**src/rtl/stream_rr_arbiter_if.sv**
```systemverilog
// stream_rr_arbiter_if: valid/ready bundle for N requesters merged onto one downstream channel.
//   up_data  : N*WIDTH requester data, requester i at [i*WIDTH +: WIDTH]
//   up_valid : per-requester valid      up_last : per-requester end-of-packet
//   up_ready : per-requester ready (at most one high)
//   dn_data/dn_id/dn_last/dn_valid : registered merged output   dn_ready : downstream ready
interface stream_rr_arbiter_if #(
   parameter int WIDTH = 32,
   parameter int N = 4,
   parameter int IDW = $clog2(N)
);
   logic [N*WIDTH-1:0] up_data;
   logic [N-1:0] up_valid;
   logic [N-1:0] up_last;
   logic [N-1:0] up_ready;
   logic [WIDTH-1:0] dn_data;
   logic [IDW-1:0] dn_id;
   logic dn_last;
   logic dn_valid;
   logic dn_ready;
   modport master (
      output up_data, up_valid, up_last, dn_ready,
      input up_ready, dn_data, dn_id, dn_last, dn_valid
   );
   modport slave (
      input up_data, up_valid, up_last, dn_ready,
      output up_ready, dn_data, dn_id, dn_last, dn_valid
   );
endinterface

```
**src/rtl/stream_rr_arbiter.sv**
```systemverilog
// stream_rr_arbiter: packet-locked round-robin merge of N valid/ready streams into one registered output.
//   clk, rst : clock and synchronous active-high reset
//   bus      : slave view of stream_rr_arbiter_if (requester side up_*, merged output dn_*)
module stream_rr_arbiter #(
   parameter int WIDTH = 32,
   parameter int N = 4,
   parameter int IDW = $clog2(N)
) (
   input logic clk,
   input logic rst,
   stream_rr_arbiter_if.slave bus
);
   typedef enum logic {IDLE, LOCKED} state_t;
   state_t state_q, state_d;
   logic [IDW-1:0] ptr_q, ptr_d, lock_id_q, lock_id_d, dn_id_q, dn_id_d, g, idx;
   logic [WIDTH-1:0] dn_data_q, dn_data_d;
   logic dn_valid_q, dn_valid_d, dn_last_q, dn_last_d;
   logic load_en, any_valid, have_g, accept, g_last;
   logic [N-1:0] ready;
   logic [WIDTH-1:0] up_word [N];
   for (genvar i = 0; i < N; i++) begin : g_word
      assign up_word[i] = bus.up_data[i*WIDTH +: WIDTH];
   end
   assign load_en = !dn_valid_q || bus.dn_ready;
   // Search runs downward so the lowest offset from ptr is the last, winning assignment.
   always_comb begin
      g = ptr_q;
      idx = ptr_q;
      any_valid = 1'b0;
      for (int k = N - 1; k >= 0; k--) begin
         idx = IDW'((int'(ptr_q) + k) % N);
         if (bus.up_valid[idx]) begin
            g = idx;
            any_valid = 1'b1;
         end
      end
      if (state_q == LOCKED) g = lock_id_q;
   end
   // In LOCKED the owner is offered ready even when idle, so nobody else can slip in.
   always_comb begin
      have_g = (state_q == LOCKED) || any_valid;
      g_last = bus.up_last[g];
      ready = (have_g && load_en && !rst) ? (N'(1) << g) : '0;
      accept = have_g && load_en && !rst && bus.up_valid[g];
      dn_valid_d = load_en ? accept : dn_valid_q;
      dn_data_d = accept ? up_word[g] : dn_data_q;
      dn_id_d = accept ? g : dn_id_q;
      dn_last_d = accept ? g_last : dn_last_q;
      state_d = accept ? (g_last ? IDLE : LOCKED) : state_q;
      lock_id_d = (accept && !g_last) ? g : lock_id_q;
      ptr_d = (accept && g_last) ? ((g == IDW'(N - 1)) ? '0 : g + 1'b1) : ptr_q;
   end
   always_ff @(posedge clk) begin
      if (rst) begin
         state_q <= IDLE;
         ptr_q <= '0;
         lock_id_q <= '0;
         dn_valid_q <= 1'b0;
         dn_data_q <= '0;
         dn_id_q <= '0;
         dn_last_q <= 1'b0;
      end else begin
         state_q <= state_d;
         ptr_q <= ptr_d;
         lock_id_q <= lock_id_d;
         dn_valid_q <= dn_valid_d;
         dn_data_q <= dn_data_d;
         dn_id_q <= dn_id_d;
         dn_last_q <= dn_last_d;
      end
   end
   always_ff @(posedge clk) begin
      if (!rst) assert ($onehot0(bus.up_ready));
   end
   assign bus.up_ready = ready;
   assign bus.dn_valid = dn_valid_q;
   assign bus.dn_data = dn_data_q;
   assign bus.dn_id = dn_id_q;
   assign bus.dn_last = dn_last_q;
endmodule
```
**src/flat_wrapper.sv**
```systemverilog
// flat-port wrapper written by rule: the top's interface ports become plain ports
module stream_rr_arbiter_flat 
#(
   parameter int WIDTH = 32,
   parameter int N = 4,
   parameter int IDW = $clog2(N)
)
  (clk, rst, bus_up_data, bus_up_valid, bus_up_last, bus_dn_ready, bus_up_ready, bus_dn_data, bus_dn_id, bus_dn_last, bus_dn_valid);
  stream_rr_arbiter_if #(.WIDTH(WIDTH), .N(N), .IDW(IDW)) bus_i ();
  input logic clk;
  input logic rst;
  input wire logic [$bits(bus_i.up_data)-1:0] bus_up_data;
  input wire logic [$bits(bus_i.up_valid)-1:0] bus_up_valid;
  input wire logic [$bits(bus_i.up_last)-1:0] bus_up_last;
  input wire logic [$bits(bus_i.dn_ready)-1:0] bus_dn_ready;
  output wire logic [$bits(bus_i.up_ready)-1:0] bus_up_ready;
  output wire logic [$bits(bus_i.dn_data)-1:0] bus_dn_data;
  output wire logic [$bits(bus_i.dn_id)-1:0] bus_dn_id;
  output wire logic [$bits(bus_i.dn_last)-1:0] bus_dn_last;
  output wire logic [$bits(bus_i.dn_valid)-1:0] bus_dn_valid;
  assign bus_i.up_data = bus_up_data;
  assign bus_i.up_valid = bus_up_valid;
  assign bus_i.up_last = bus_up_last;
  assign bus_i.dn_ready = bus_dn_ready;
  assign bus_up_ready = bus_i.up_ready;
  assign bus_dn_data = bus_i.dn_data;
  assign bus_dn_id = bus_i.dn_id;
  assign bus_dn_last = bus_i.dn_last;
  assign bus_dn_valid = bus_i.dn_valid;
  stream_rr_arbiter #(.WIDTH(WIDTH), .N(N), .IDW(IDW)) u_core (.clk(clk), .rst(rst), .bus(bus_i));
endmodule
```
**config.mk**
```make
export PLATFORM = sky130hd
export DESIGN_NAME = stream_rr_arbiter_flat
export DESIGN_NICKNAME = d
export VERILOG_FILES = /design/src/rtl/stream_rr_arbiter_if.sv /design/src/rtl/stream_rr_arbiter.sv /design/src/flat_wrapper.sv
export SDC_FILE = /design/constraint.sdc
export NUM_CORES = 1
export LEC_CHECK = 0
export ABC_AREA = 0
export CORE_MARGIN = 3
export CORE_UTILIZATION = 53
export CTS_BUF_LIST = sky130_fd_sc_hd__clkbuf_8
export CTS_CLUSTER_SIZE = 30
export DETAILED_ROUTE_END_ITERATION = 8
export DONT_BUFFER_PORTS = 1
export PLACE_DENSITY_LB_ADDON = 0.15
export SETUP_SLACK_MARGIN = 0.15
export SKIP_LAST_GASP = 1
export SLEW_MARGIN = 10
export SYNTH_ARGS = -nofsm -noshare
export SYNTH_HDL_FRONTEND = slang
export SYNTH_SLANG_ARGS = --single-unit
```
**constraint.sdc**
```tcl
create_clock -name clk -period 2.5 [get_ports clk]
set_input_delay 0.5 -clock clk [delete_from_list [all_inputs] [get_ports clk]]
set_output_delay 0.5 -clock clk [all_outputs]
set_load 0.05 [all_outputs]
```
* After elaboration in Yosys (flattened, before gate mapping)
Index checks and enable logic that the tools add are counted.
** Word-level totals
- Logic and storage cells :: 57
- Bits in registers :: 41
- Input bits :: 139
** Cells by class
- $add $sub $neg :: 4
- Shift operators :: 1
- Reductions and logical operators :: 10
- Bitwise operators :: 1
- Equality and inequality tests :: 1
- Order comparisons :: 6
- Muxes and demuxes :: 27
** Operator list (number)
- binary-select mux 32 bit (select 2 bit) :: 1
- two-way mux 32 bit :: 2
- < comparator 2 x 3 -> 1 bit, second input constant :: 5
- binary-select mux 1 bit (select 2 bit) :: 6
- two-way mux 2 bit :: 6
- two-way mux 1 bit :: 11
- logical AND 1 bit :: 5
- adder 2 x 1 -> 2 bit, second input constant :: 2
- adder 2 bit, second input constant :: 2
- two-way mux 4 bit :: 1
- << shifter 1 x 2 -> 4 bit, first input constant :: 1
- greater-or-equal comparator 3 bit, second input constant :: 1
- logical NOT 1 bit :: 3
- NOT 2 -> 3 bit :: 1
- == test 2 bit, second input constant :: 1
- logical OR 1 bit :: 2

* Longest topological paths before layout
Gate-level depths: netlist of the first run.
- Word-level depth :: 12
- Depth in mapped cells :: 10

* Least setup slack after synthesis of the first run
Ideal clock, no wire load.
- Path type :: input to output
- From :: in bus_up_valid[0]
- To :: out bus_up_ready[1]
- Arrival time :: 2595 ps
- Stages :: 7
- Setup slack :: -595 ps
- Cell sequence :: inv_1 o2111ai_1 a32o_1 and2_1 buf_2 buf_1 nor3_1
** Between the ends
- Cells in the longest elaborated chain, start to end :: 10
- Elaborated cells on any way between the ends :: 22
- Classes of those cells :: 1 x shift; 18 x mux; 3 x reduce/logical
** RTL lines
- start: declaration :: line flat_wrapper.sv:13 : input wire logic [$bits(bus_i.up_valid)-1:0] bus_up_valid;
- binary-select mux 1 bit (select 2 bit) :: line stream_rr_arbiter.sv:32 : if (bus.up_valid[idx]) begin
- two-way mux 1 bit (implied by the code) :: line stream_rr_arbiter.sv:32
- two-way mux 1 bit (4 in a row) :: line stream_rr_arbiter.sv:32
- logical OR 1 bit :: line stream_rr_arbiter.sv:41 : have_g = (state_q == LOCKED) || any_valid;
- logical AND 1 bit (2 in a row) :: line stream_rr_arbiter.sv:43 : ready = (have_g && load_en && !rst) ? (N'(1) << g) : '0;
- two-way mux 4 bit (*) :: line stream_rr_arbiter.sv:43
- end: declaration :: line flat_wrapper.sv:16 : output wire logic [$bits(bus_i.up_ready)-1:0] bus_up_ready;
Mark *: on every way between the ends. The rest lies on a longest branch, timed or not. The select of a mux whose other input is x is not followed.

* Worst setup path after layout of the first run
- From :: reg u_core.ptr_q[1]
- To :: out bus_up_ready[3]
** Between the ends
- Cells in the longest elaborated chain, start to end :: 11
- Elaborated cells on any way between the ends :: 25
- Classes of those cells :: 3 x add/sub; 1 x shift; 18 x mux; 3 x reduce/logical
** RTL lines
- start: declaration :: line stream_rr_arbiter.sv:15 : logic [IDW-1:0] ptr_q, ptr_d, lock_id_q, lock_id_d, dn_id_q, dn_id_d, g, idx;
- start signal: assignment :: line stream_rr_arbiter.sv:64 : ptr_q <= ptr_d;
- adder 2 bit :: line stream_rr_arbiter.sv:31 : idx = IDW'((int'(ptr_q) + k) % N);
- binary-select mux 1 bit (select 2 bit) :: line stream_rr_arbiter.sv:32
- two-way mux 1 bit (implied by the code) :: line stream_rr_arbiter.sv:32
- two-way mux 1 bit (4 in a row) :: line stream_rr_arbiter.sv:32
- logical OR 1 bit :: line stream_rr_arbiter.sv:41
- logical AND 1 bit (2 in a row) :: line stream_rr_arbiter.sv:43
- two-way mux 4 bit (*) :: line stream_rr_arbiter.sv:43
Marks and branches as above.

==> results.sh, run 1 <==
export IMPL_seq_area_um2=830
export IMPL_power_density_mw_per_mm2=1270
export IMPL_coreArea_mm2=0.00453
export IMPL_rsz0062_at_grt="yes"
export IMPL_ys_types=31
export IMPL_syn_cell_area_mm2=0.00261
export IMPL_cts_root_buf="clkbuf_8"
export IMPL_grt_max_degree=51
export IMPL_cts_hold_buffers=0
export IMPL_multi_input_area_mm2=0.00172
export IMPL_max_freq_mhz=432
export IMPL_async_flop_share_pct=0
export IMPL_synth_top_area_share_pct=31.5
export IMPL_grt_overflow=0
export IMPL_dp_hpwl_um=5340
export IMPL_wl_per_cell_um=20.4
export IMPL_drive_gt1_share_pct=17.9
export IMPL_grt_pass1_vias=2465
export IMPL_die_area_mm2=0.00580
export IMPL_n_fill_cell=382
export IMPL_fin_skew_ns=0.00508
export IMPL_first_pass_iters=4
export IMPL_crit_reg2reg_launch="u_core.ptr_q[1]$_SDFFE_PP0P_"
export IMPL_pwr_share_seq_pct=35.5
export IMPL_die_width_um=76.1
export IMPL_layout_commonest_cell="a21oi_1"
export IMPL_antenna_found_initial=0
export IMPL_yosysWarnings=0
export IMPL_num_rows=24
export IMPL_htreeDepth=2
export IMPL_switching_share_pct=48.2
export IMPL_synth_edf_count=0
export IMPL_holdCritStartpoint="rst"
export IMPL_area_delta_synth_final_pct=20.6
export IMPL_insertion_delay_ns=0.29
export IMPL_hold_viol_final=0
export IMPL_holdPathEnd="u_core.bus.dn_data[9]$_SDFFE_PP0P_"
export IMPL_fin_crit_sh_pct=92.6
export IMPL_synth_avg_cell_area_um2=7.90
export IMPL_final_cell_mix="a21oi_1 (71), nand2_1 (70), mux2i_1 (38), dfxtp_1 (38), a221o_1 (32)"
export IMPL_drt_vias_per_instance=6.43
export IMPL_first_iter_violations=133
export IMPL_combPwrFrac_pct=51.2
export IMPL_synth_flop_cell="dfxtp_1"
export IMPL_power_leakage_nw=1.23
export IMPL_portBuffers=0
export IMPL_antenna_cells=0
export IMPL_r2r_end="u_core.bus.dn_data[21]$_SDFFE_PP0P_"
export IMPL_ys_seq_elements=41
export IMPL_setup_viol=0
export IMPL_status="completed"
export IMPL_min_period_ns=2.32
export IMPL_yosysSeqAreaShare_pct=31.5
export IMPL_synth_top_cell_by_area="dfxtp_1"
export IMPL_whs_ns=0.279
export IMPL_initial_core_util_pct=57.5
export IMPL_min_path_cells=1
export IMPL_clockBufferDepth=2
export IMPL_cts_buffers=5
export IMPL_gp_congestion=0.856
export IMPL_hold_class="primary input to flip-flop"
export IMPL_drtAntennaViolNets=0
export IMPL_cp_end_kind="output port"
export IMPL_clk_pin_slew_ns=0.08
export IMPL_crit_fanout=4
export IMPL_synth_nets=469
export IMPL_worstPathRequired_ns=2.00
export IMPL_p_sw_mw=1.92
export IMPL_num_io_pins=179
export IMPL_drv_slew=0
export IMPL_cp_arrival_ns=1.82
export IMPL_peakVddDrop_mv=0.583
export IMPL_worst_pin_slew_ns=0.553
export IMPL_gr_usage_all_layers_pct=25.5
export IMPL_cts_sinks=41
export IMPL_wirelength_um=8180
export IMPL_startpoint_type="flip-flop"
export IMPL_crit_type="flip-flop to output port"
export IMPL_cts_tree="built"
export IMPL_rr_worst_depth=9
export IMPL_yosys_top_cells_area="dfxtp_1 (31%), mux2i_1 (15%), a21oi_1 (14%), a221o_1 (12%), nand2_1 (10%)"
export IMPL_drcViolationCount=0
export IMPL_die_h_um=76.1
export IMPL_netlist_instances=330
export IMPL_regToRegSetupSlack_ns=0.22
export IMPL_maxCapViolCount=0
export IMPL_power_internal_mw=2.06
export IMPL_grt_pass1_wl_um=12200
export IMPL_max_slew_margin_pct=63.1
export IMPL_fin_setup_tns_ns=0
export IMPL_via_count=2572
export IMPL_clkPwrFrac_pct=13.3
export IMPL_fin_nets=473
==> timing repair <==
| item | CTS | global route |
|---|---|---|
| pin swaps | 3 | 4 |
| setup endpoints to repair | 41 | 40 |
| resized for setup | 14 | 6 |
| gates cloned | 1 | 2 |
| buffers inserted | 4 | 9 |
==> synth_stat cells, types with 3 or more instances <==
cell      number
buf_2          7
o221ai_1       3
buf_6          3
buf_1          4
clkbuf_1      16
a21oi_1       71
nand2_1       70
nor3_1         5
nand2b_1       3
o21ai_0        3
inv_1          5
a311oi_1       3
nor2_1         5
dfxtp_1       41
nand3_1        3
a221o_1       32
mux2i_1       39
==> stage by stage <==
step / area, um^2 / total power, mW / instances / setup slack (ns) / util (%)
3_3_place_gp: 2770 / 3.04 / 376 / 0.133 / 61.1
6_report: 3140 / 3.99 / 400 / 0.185 / 69.3
4_1_cts: 3000 / 3.79 / 389 / 0.157 / 66.2
3_5_place_dp: 2770 / 3.08 / 376 / 0.0159 / 61.1
2_1_floorplan: 2660 / 2.74 / 330 / 0.149 / -
5_1_grt: 3140 / 4.22 / 400 / 0.101 / 69.3
==> registers in the layout, indices dropped and copies added (netlist names) <==
| name | count |
|---|---|
| u_core.ptr_q | 2 |
| u_core.bus.dn_data | 32 |
| u_core.bus.dn_id | 2 |
| u_core.bus.dn_valid | 1 |
| u_core.lock_id_q | 2 |
| u_core.bus.dn_last | 1 |
| u_core.state_q | 1 |
==> cell type report <==
class                   count  area share (%)
clock buffers               5            2.19
clock inverters             3            1.47
inverters                   5           0.597
multi-input cells         252            54.7
flip-flops and latches     41            26.4
well taps                  65            2.59
repair buffers             29            12.1
==> kinds of logic (layout without fill, tap and decap cells) <==
kind of cell    Yosys count  in the layout  share of synthesized area [%]
mux                      41             41                           15.8
flops                    41             41                           31.5
xor+xnor                  1              1                          0.336
buf+inv                  37             42                           6.82
compound gates          122            122                           32.0
simple gates             88             88                           13.5
==> how the worst max path moves through the flow <==
stage | end | from | slack, ns | cells past startpoint
after global placement | u_core.lock_id_q[0]$_SDFFE_PP0P_ | bus_up_valid[1] | 0.13 | 8
after detailed placement | u_core.lock_id_q[0]$_SDFFE_PP0P_ | bus_up_valid[1] | 0.02 | 8
after floorplan | bus_up_ready[1] | bus_up_valid[0] | 0.15 | 7
final | bus_up_ready[3] | u_core.ptr_q[1]$_SDFFE_PP0P_ | 0.18 | 6
after global routing | bus_up_ready[1] | u_core.ptr_q[1]$_SDFFE_PP0P_ | 0.10 | 6
after CTS | u_core.bus.dn_data[7]$_SDFFE_PP0P_ | u_core.ptr_q[0]$_SDFFE_PP0P_ | 0.16 | 8
==> power groups by stage <==
stage | Sequential [mW] | Combinational [mW] | Clock [mW]
2_1_floorplan | 1.39 | 1.35 | 0
3_3_place_gp | 1.42 | 1.62 | 0
3_5_place_dp | 1.42 | 1.66 | 0
4_1_cts | 1.41 | 1.83 | 0.543
5_1_grt | 1.43 | 2.21 | 0.578
6_report | 1.41 | 2.04 | 0.532
==> worst max-delay path, cell delays in order (launching register included) <==
cell	delay, ns
dfxtp_4	0.39
buf_4	0.14
mux2i_1	0.34
o21ai_2	0.13
buf_6	0.15
nor3_4	0.21
buf_12	0.16
==> per-layer routing <==
metal | global-route usage [%] | wire [um] | vias to the layer above | share of wire (%)
met4 | 7.43 | 103 | 0 | 1.3
met5 | 0 | 0 | - | 0
met3 | 9.46 | 857 | 10 | 10
li1 | - | - | 1229 | -
met1 | 28.0 | 3080 | 1173 | 38
met2 | 45.7 | 4140 | 160 | 51
(Power assumes the default switching activity.)
==> run 2: changes to the inputs <==
--- a/config.mk
+++ b/config.mk
@@ -6,7 +6,7 @@
 export NUM_CORES = 1
 export LEC_CHECK = 0
 export ABC_AREA = 0
-export CORE_MARGIN = 3
+export CORE_MARGIN = 2
 export CORE_UTILIZATION = 53
 export CTS_BUF_LIST = sky130_fd_sc_hd__clkbuf_8
 export CTS_CLUSTER_SIZE = 30
==> results.sh, run 2 (same netlist as run 1, synthesis figures left out) <==
export IMPL_post_place_ws_ns=-0.0276
export IMPL_area_delta_synth_final_pct=20.9
export IMPL_wl_per_cell_um=18.9
export IMPL_pwr_share_seq_pct=35.1
export IMPL_min_period_ns=2.37
export IMPL_cts_root_buf="clkbuf_8"
export IMPL_antenna_found_initial=0
export IMPL_final_area_mm2=0.00315
export IMPL_p_sw_mw=1.90
export IMPL_drcViolationCount=0
export IMPL_coreArea_mm2=0.00472
export IMPL_power_mw=4.02
export IMPL_drv_slew=0
export IMPL_rr_worst_depth=10
export IMPL_clockBufferDepth=2
export IMPL_peakVddDrop_mv=0.770
export IMPL_setup_slack_ns=0.129
export IMPL_drtAntennaViolNets=0
export IMPL_fin_setup_tns_ns=0
export IMPL_num_rows=25
export IMPL_cp_arrival_ns=1.87
export IMPL_grt_pass1_wl_um=10600
export IMPL_cp_end_kind="output port"
export IMPL_crit_type="flip-flop to output port"
export IMPL_final_cell_mix="a21oi_1 (71), nand2_1 (70), mux2i_1 (39), dfxtp_1 (39), a221o_1 (32)"
export IMPL_first_iter_violations=99
export IMPL_largest_register_ffs=32
export IMPL_combPwrFrac_pct=51.1
export IMPL_die_h_um=74.1
export IMPL_fin_skew_ns=0.00614
export IMPL_min_path_cells=1
export IMPL_first_pass_iters=4
export IMPL_worstPathRequired_ns=2.00
export IMPL_wirelength_um=7600
export IMPL_initial_core_util_pct=55.2
export IMPL_grt_pass1_vias=2227
export IMPL_antenna_cells=0
export IMPL_switching_share_pct=47.3
export IMPL_drt_vias_per_instance=6.37
export IMPL_cts_tree="built"
export IMPL_cts_buffers=5
export IMPL_fin_nets=473
export IMPL_layout_commonest_cell="a21oi_1"
export IMPL_grt_overflow=0
export IMPL_power_density_mw_per_mm2=1270
export IMPL_n_fill_cell=421
export IMPL_placed_area_mm2=0.00281
export IMPL_num_io_pins=179
export IMPL_hold_viol_final=0
export IMPL_crit_fanout=7
export IMPL_cts_hold_buffers=0
export IMPL_insertion_delay_ns=0.29
export IMPL_die_width_um=74.1
export IMPL_grt_max_degree=43
export IMPL_gp_congestion=0.917
export IMPL_startpoint_type="flip-flop"
export IMPL_rsz0062_at_grt="yes"
export IMPL_status="completed"
export IMPL_setup_viol=0
export IMPL_portBuffers=0
export IMPL_power_leakage_nw=1.23
export IMPL_power_internal_mw=2.12
export IMPL_drive_gt1_share_pct=17.9
export IMPL_gr_usage_all_layers_pct=25.2
export IMPL_worst_pin_slew_ns=0.581
export IMPL_max_freq_mhz=422
export IMPL_dp_hpwl_um=5120
export IMPL_whs_ns=0.275
export IMPL_hold_class="primary input to flip-flop"
export IMPL_fin_crit_sh_pct=94.8
export IMPL_clk_pin_slew_ns=0.08
export IMPL_cts_sinks=41
export IMPL_clkPwrFrac_pct=13.8
export IMPL_via_count=2561
export IMPL_regToRegSetupSlack_ns=0.29
export IMPL_max_slew_margin_pct=61.2
export IMPL_htreeDepth=2
export IMPL_die_area_mm2=0.00549
export IMPL_maxCapViolCount=0
[run 2: cell count changes in the layout (fill, tap and decap cells not counted), sizes merged]
| cell | delta |
|---|---|
| bufbuf | +1 |
| clkinv | -1 |
| clkbuf | -1 |
| buf | +1 |
[run 2: cell type report]
cell class | count | area (um^2) | area share [%]
Clock buffer | 6 | 82.6 | 2.62
Clock inverter | 2 | 37.5 | 1.19
Tap cell | 67 | 83.8 | 2.66
Inverter | 5 | 18.8 | 0.596
Multi-Input combinational cell | 252 | 1720 | 54.7
Timing Repair Buffer | 29 | 375 | 11.9
Sequential cell | 41 | 828 | 26.3
[run 2: final timing paths]
path                                    start                            endpoint
max              u_core.ptr_q[0]$_SDFFE_PP0P_                     bus_up_ready[3]
min reg2reg  u_core.lock_id_q[0]$_SDFFE_PP0P_    u_core.lock_id_q[0]$_SDFFE_PP0P_
min                                       rst  u_core.bus.dn_data[9]$_SDFFE_PP0P_
max reg2reg      u_core.ptr_q[0]$_SDFFE_PP0P_    u_core.bus.dn_id[0]$_SDFFE_PP0P_
[run 2: critical path, cell delays in order (launching register included)]
cell	delay (ns)
dfxtp_4	0.39
nand2b_1	0.13
o2111ai_2	0.15
a32o_2	0.29
and2_4	0.22
nor3_4	0.24
buf_12	0.16
[run 2: power by group through the flow]
stage	Combinational (mW)	Sequential, mW	Clock, mW
after CTS	1.94	1.41	0.569
after floorplan	1.35	1.39	0
after detailed placement	1.70	1.42	0
after global routing	2.21	1.43	0.600
final	2.05	1.41	0.554
after global placement	1.67	1.41	0
[run 2: layer usage]
layer  up-vias  global-route usage (%)  wire length (um)
li1       1232                       -                 -
met1      1177                    29.3              2800
met2       142                    44.6              3920
met3        10                    6.37               735
met4         0                    9.09               144
met5         -                       0                 0
[run 2: what timing repair did]
item	4_1_cts	5_1_grt
gates resized for setup	14	6
setup endpoints to repair	18	40
cloned	2	0
pin swaps	5	4
setup buffers	2	6
[run 2: stage by stage]
step | cells | util [%]
after floorplan | 330 | -
after global placement | 384 | 59.5
after detailed placement | 384 | 59.5
after CTS | 396 | 64.8
after global routing | 402 | 66.7
final | 402 | 66.7
==> run 3: changes to the inputs <==
--- a/config.mk
+++ b/config.mk
@@ -6,6 +6,7 @@
 export NUM_CORES = 1
 export LEC_CHECK = 0
 export ABC_AREA = 0
+export CAP_MARGIN = 20
 export CORE_MARGIN = 2
 export CORE_UTILIZATION = 53
 export CTS_BUF_LIST = sky130_fd_sc_hd__clkbuf_8
==> results of run 3 <==
No change in the layout: final DEF, timing and power equal those of run 2.
